`src/rtl/mips_isa_pkg.sv`:
```
// MIPS ISA constants shared by the instruction encoder and the control decoder.
// Kind codes, primary opcodes and the loader state encoding.
package mips_isa_pkg;

  localparam logic [3:0] K_R    = 4'd0;
  localparam logic [3:0] K_ADDI = 4'd1;
  localparam logic [3:0] K_ANDI = 4'd2;
  localparam logic [3:0] K_ORI  = 4'd3;
  localparam logic [3:0] K_XORI = 4'd4;
  localparam logic [3:0] K_LW   = 4'd5;
  localparam logic [3:0] K_SW   = 4'd6;
  localparam logic [3:0] K_BEQ  = 4'd7;
  localparam logic [3:0] K_BNE  = 4'd8;
  localparam logic [3:0] K_J    = 4'd9;
  localparam logic [3:0] K_JAL  = 4'd10;

  localparam logic [5:0] OP_RTYPE = 6'b000000;
  localparam logic [5:0] OP_ADDI  = 6'b001000;
  localparam logic [5:0] OP_ANDI  = 6'b001100;
  localparam logic [5:0] OP_ORI   = 6'b001101;
  localparam logic [5:0] OP_XORI  = 6'b001110;
  localparam logic [5:0] OP_LW    = 6'b100011;
  localparam logic [5:0] OP_SW    = 6'b101011;
  localparam logic [5:0] OP_BEQ   = 6'b000100;
  localparam logic [5:0] OP_BNE   = 6'b000101;
  localparam logic [5:0] OP_J     = 6'b000010;
  localparam logic [5:0] OP_JAL   = 6'b000011;

  typedef enum logic [1:0] {
    S_IDLE,
    S_RUN,
    S_FULL,
    S_DONE
  } state_e;

endpackage

```
`src/rtl/mips_word_encoder.sv`:
```
// Combinational encoder: instruction kind plus fields -> 32-bit MIPS word.
// Kinds outside the table produce a zero word and raise illegal.
module mips_word_encoder
  import mips_isa_pkg::*;
(
  input  logic [3:0]  kind,
  input  logic [4:0]  rs,
  input  logic [4:0]  rt,
  input  logic [4:0]  rd,
  input  logic [4:0]  shamt,
  input  logic [5:0]  funct,
  input  logic [15:0] imm,
  input  logic [25:0] target,
  output logic [31:0] word,
  output logic        illegal
);

  always_comb begin
    word    = '0;
    illegal = 1'b0;
    unique case (1'b1)
      (kind == K_R):    word = {OP_RTYPE, rs, rt, rd, shamt, funct};
      (kind == K_ADDI): word = {OP_ADDI, rs, rt, imm};
      (kind == K_ANDI): word = {OP_ANDI, rs, rt, imm};
      (kind == K_ORI):  word = {OP_ORI, rs, rt, imm};
      (kind == K_XORI): word = {OP_XORI, rs, rt, imm};
      (kind == K_LW):   word = {OP_LW, rs, rt, imm};
      (kind == K_SW):   word = {OP_SW, rs, rt, imm};
      (kind == K_BEQ):  word = {OP_BEQ, rs, rt, imm};
      (kind == K_BNE):  word = {OP_BNE, rs, rt, imm};
      (kind == K_J):    word = {OP_J, target};
      (kind == K_JAL):  word = {OP_JAL, target};
      default:          illegal = 1'b1;
    endcase
  end

endmodule

```
`src/rtl/instr_encoder_loader.sv`:
```
// Streams symbolic commands into instruction memory as encoded MIPS words.
// One word per accepted legal command, written with one cycle of latency.
module instr_encoder_loader
  import mips_isa_pkg::*;
#(
  parameter int ADDR_W    = 8,
  parameter int DEPTH     = 256,
  parameter int BASE_ADDR = 0
) (
  input  logic              clk,
  input  logic              rst_n,
  input  logic              start,
  input  logic              abort,
  input  logic              cmd_valid,
  output logic              cmd_ready,
  input  logic [3:0]        cmd_kind,
  input  logic [4:0]        cmd_rs,
  input  logic [4:0]        cmd_rt,
  input  logic [4:0]        cmd_rd,
  input  logic [4:0]        cmd_shamt,
  input  logic [5:0]        cmd_funct,
  input  logic [15:0]       cmd_imm,
  input  logic [25:0]       cmd_target,
  input  logic              cmd_last,
  output logic              im_we,
  output logic [ADDR_W-1:0] im_addr,
  output logic [31:0]       im_wdata,
  output logic [ADDR_W:0]   words_written,
  output logic              done,
  output logic              err_illegal,
  output logic              err_full
);

  localparam logic [ADDR_W-1:0] BASE  = ADDR_W'(BASE_ADDR);
  localparam logic [ADDR_W-1:0] ONE_P = ADDR_W'(1);
  localparam logic [ADDR_W:0]   ONE_C = (ADDR_W+1)'(1);
  localparam logic [ADDR_W:0]   FILL  = (ADDR_W+1)'(DEPTH);

  state_e            state;
  state_e            state_nx;
  logic [ADDR_W-1:0] ptr;
  logic [ADDR_W:0]   count;
  logic              we_q;
  logic [31:0]       word;
  logic              illegal;
  logic              accept;
  logic              wr;
  logic              sess;
  logic              at_fill;

  mips_word_encoder u_enc (
    .kind    (cmd_kind),
    .rs      (cmd_rs),
    .rt      (cmd_rt),
    .rd      (cmd_rd),
    .shamt   (cmd_shamt),
    .funct   (cmd_funct),
    .imm     (cmd_imm),
    .target  (cmd_target),
    .word    (word),
    .illegal (illegal)
  );

  // abort blocks the handshake so nothing is consumed on that cycle
  assign cmd_ready = (state == S_RUN) && !abort;
  assign accept    = cmd_valid && cmd_ready;
  assign wr        = accept && !illegal;
  assign at_fill   = (count + ONE_C) == FILL;
  assign sess      = start && !abort &&
                     ((state == S_IDLE) || (state == S_FULL));

  assign im_we         = we_q && !abort;
  assign done          = (state == S_DONE);
  assign words_written = count;

  always_comb begin
    state_nx = state;
    if (abort) begin
      state_nx = S_IDLE;
    end else begin
      unique case (state)
        S_IDLE, S_FULL: if (start) state_nx = S_RUN;
        S_RUN: begin
          if (accept && cmd_last)      state_nx = S_DONE;
          else if (wr && at_fill)      state_nx = S_FULL;
        end
        S_DONE:                        state_nx = S_IDLE;
        default:                       state_nx = S_IDLE;
      endcase
    end
  end

  always_ff @(posedge clk or negedge rst_n) begin
    if (!rst_n) state <= S_IDLE;
    else        state <= state_nx;
  end

  always_ff @(posedge clk or negedge rst_n) begin
    if (!rst_n) begin
      we_q        <= 1'b0;
      im_addr     <= '0;
      im_wdata    <= '0;
      ptr         <= BASE;
      count       <= '0;
      err_illegal <= 1'b0;
      err_full    <= 1'b0;
    end else begin
      we_q <= wr;
      if (sess) begin
        ptr         <= BASE;
        count       <= '0;
        err_illegal <= 1'b0;
        err_full    <= 1'b0;
      end
      if (wr) begin
        im_addr  <= ptr;
        im_wdata <= word;
        ptr      <= ptr + ONE_P;
        count    <= count + ONE_C;
      end
      if (accept && illegal)
        err_illegal <= 1'b1;
      if (wr && at_fill && !cmd_last)
        err_full <= 1'b1;
    end
  end

endmodule

```
`config.mk`:
```
export PLATFORM = sky130hd
export DESIGN_NAME = instr_encoder_loader
export DESIGN_NICKNAME = d
export VERILOG_FILES = /design/src/rtl/mips_isa_pkg.sv /design/src/rtl/mips_word_encoder.sv /design/src/rtl/instr_encoder_loader.sv
export SDC_FILE = /design/constraint.sdc
export NUM_CORES = 1
export LEC_CHECK = 0
export CORE_UTILIZATION = 38
export DETAILED_ROUTE_END_ITERATION = 8
export PLACE_DENSITY_LB_ADDON = 0.25
export SLEW_MARGIN = 20
export SYNTH_ARGS = -nofsm -noshare
export SYNTH_HDL_FRONTEND = slang
export SYNTH_SLANG_ARGS = --single-unit
```
`constraint.sdc`:
```
create_clock -name clk -period 1.9 [get_ports clk]
set_input_delay 0.285 -clock clk [delete_from_list [all_inputs] [get_ports clk]]
set_output_delay 0.285 -clock clk [all_outputs]
set_load 0.05 [all_outputs]
```
==> impl_metrics.json <==
{
  "p_leak_nw": 2.11,
  "ys.flop_type": "dfrtp_1",
  "maxSlewViolCount": 0,
  "finalHoldViolCount": 0,
  "busiest_layer": "met2",
  "routed_wl_um": 9060,
  "area_delta_synth_final_pct": 60.8,
  "ant_nets": 0,
  "cts_buffers": 9,
  "maxCapViolCount": 0,
  "path_cells": "clkdlybuf4s50_1",
  "hold_slack_ns": 0.472,
  "status": "finished, final reports clean",
  "synthArstFlopShare_pct": 100,
  "syn-instance-count": 327,
  "finalCritPeriodShare_pct": 98.3,
  "critPathBufInv": 1,
  "cts_buffer_depth": 2,
  "rrSetupSlack_ns": 0.06,
  "die_height_um": 91.1,
  "grt_pass1_vias": 2968,
  "vias": 3177,
  "setup_tns_ns": 0,
  "crit_path_start_kind": "flip-flop",
  "place_hpwl_um": 6230,
  "nFillCells": 675,
  "cts_sinks": 61,
  "critical_path_class": "flip-flop to primary output",
  "grt-ovfl-total": 0,
  "clk_latency_ns": 0.34,
  "crit_slowest_cell": "clkdlybuf4s50_1",
  "grt_pass1_wl_um": 14500,
  "tightestPinTransition_ns": 0.647,
  "fmax_mhz": 536,
  "synthTopCellsByArea": "dfrtp_1 (51%), nand2_1 (7.2%), o21ai_0 (6.8%), a222oi_1 (5.6%), nor2_1 (3.6%)",
  "syn_area_um2": 3020,
  "clkTransAtPathRegs_ns": 0.07,
  "grtUsageMet2_pct": 33.5,
  "required_ns": 1.62,
  "synth_fp_nets": 407,
  "synthTopCellsByCount": "dfrtp_1 (61), nand2_1 (58), o21ai_0 (41)",
  "diodes": 0,
  "relSlewSlack_pct": 56.7,
  "fin_ws_ns": 0.0331,
  "layout.nets": 558,
  "die_w_um": 91.1,
  "drc": 0,
  "cts_root_buf": "clkbuf_8",
  "r2r_start": "words_written[0]",
  "synth_most_common_cell": "dfrtp_1",
  "critPathMaxFanout": 6,
  "grt_use_met3_pct": 4.61,
  "io_buffer_count": 130,
  "max_stage_delay_ns": 0.82,
  "ys_types": 41,
  "drt_pass1_iterations": 7,
  "hp-class": "input port to async pin",
  "grt_max_degree": 62,
  "avgRoutedWirePerCell_um": 15.5,
  "cpLargestDelayFamily": "buffers and inverters",
  "seq_area_um2": 1540,
  "arrival_ns": 1.58,
  "skew_ns": 0.00805,
  "cts.htree.levels": 3,
  "crit_path_end_kind": "primary output",
  "ys_seq_area_share_pct": 50.6,
  "vdd_drop_max_mv": 0.459,
  "core-area_um2": 7690,
  "multi_input_area_um2": 1400,
  "drt-vias-per-instance": 5.43,
  "total_power_mw": 4.46,
  "place.gp.congestion": 0.784,
  "final_core_utilization_pct": 63.1,
  "finalSetupViolations": 0,
  "layout-drive-gt1-share_pct": 14.7,
  "antenna_found_initial": 0,
  "initial_core_util_pct": 39.2,
  "die_area_um2": 8300,
  "track_usage_pct": 22.2,
  "synth_top_area_share_pct": 50.6,
  "io_pins": 132,
  "r2r_end": "state[1]",
  "yosys_warnings": 0,
  "drt-initial-drc-count": 216,
  "cts_tree": "built",
  "synth-edff-count": 0,
  "pwr_density_cell_nw_per_um2": 920,
  "syn_avg_cell_area_um2": 9.22,
  "finalCriticalPeriod_ns": 1.87,
  "pre_cts_ws_ns": -0.427,
  "grt_use_met1_pct": 31.0,
  "rows": 32,
  "cp-startpoint": "words_written[1]",
  "r2r_cells": 6,
  "yosys_register_bits": 61,
  "synth_top_cell_by_area": "dfrtp_1"
}
## what timing repair did
item	in CTS	in global routing
pin swaps	1	0
hold buffers	1	0
setup buffers	0	0
endpoints found under the hold margin	61	0
gates cloned	1	0
gates resized for setup	3	3
setup endpoints to repair	26	3
## logic make-up (layout without fill, tap and decap cells)
kind of cell             Yosys count  count (layout)  synth area share (%)
AO/OA/AOI/OAI                    106             106                  23.7
other                              1               1                 0.124
flip-flops                        61              61                  50.6
multiplexers                       3               3                 0.996
adder cells (fa/ha/maj)            2               2                 0.830
XOR/XNOR                           3               3                 0.872
buffers and inverters             34             189                  4.94
AND/OR/NAND/NOR                  117             118                  17.9
## worst max path at each step
stage | to | slack [ns] | cells after the start
floorplan | state[1] | 0.003 | 6
global placement | im_wdata[4] | -0.39 | 5
detailed placement | im_wdata[10] | -0.43 | 5
CTS | words_written[4] | 0.0006 | 1
global route | state[1] | -0.003 | 6
finish | words_written[1] | 0.03 | 1
## layer usage
metal	up-vias	wire, um	share of wire (%)
met5	-	0	0
met4	0	180	2.0
met3	16	628	6.9
met1	1523	4120	46
li1	1514	-	-
met2	124	4130	46
## through the flow
stage	instances	instance area (um2)
floorplan	327	3050
global placement	567	4660
detailed placement	567	4660
CTS	585	4840
global route	585	4850
finish	585	4850
## power by group
part / internal [mW] / total [mW] / switching, mW
sequential: 1.52 / 1.66 / 0.141
combinational: 0.682 / 1.83 / 1.15
clock: 0.472 / 0.970 / 0.498
total: 2.67 / 4.46 / 1.79
## flip-flops by register name, summed over array words and instances (netlist names)
| signal | flops |
|---|---|
| state | 2 |
| words_written | 9 |
| err_illegal | 1 |
| err_full | 1 |
| ptr | 8 |
| im_addr | 8 |
| we_q | 1 |
| im_wdata | 31 |
## cell usage in the layout (no fill, tap or decap), types with 3 or more instances in the layout
cell type and n:
a31oi_1 5, buf_12 4, nand2_1 58, dfrtp_2 7, nand4_1 5, and3_1 4
clkdlybuf4s50_1 120, o41ai_1 4, dfrtp_1 54, a222oi_1 17, clkbuf_1 5, nor2_1 29
clkbuf_8 9, buf_4 36, xnor2_1 3, o21ai_0 41, o21ai_1 3, nand3_1 7
inv_1 7, mux2i_1 3, a21oi_1 13, clkinv_2 3, and2_1 4, a221oi_1 10
## cell type report
| cell class | count | area share (%) |
|---|---|---|
| inverter | 8 | 0.645 |
| sequential | 61 | 31.7 |
| clock buffer | 14 | 2.94 |
| multi-input combinational | 233 | 28.9 |
| tap | 102 | 2.63 |
| timing repair buffer | 165 | 33.0 |
| clock inverter | 2 | 0.206 |
Power figures use the tool's default switching activity.
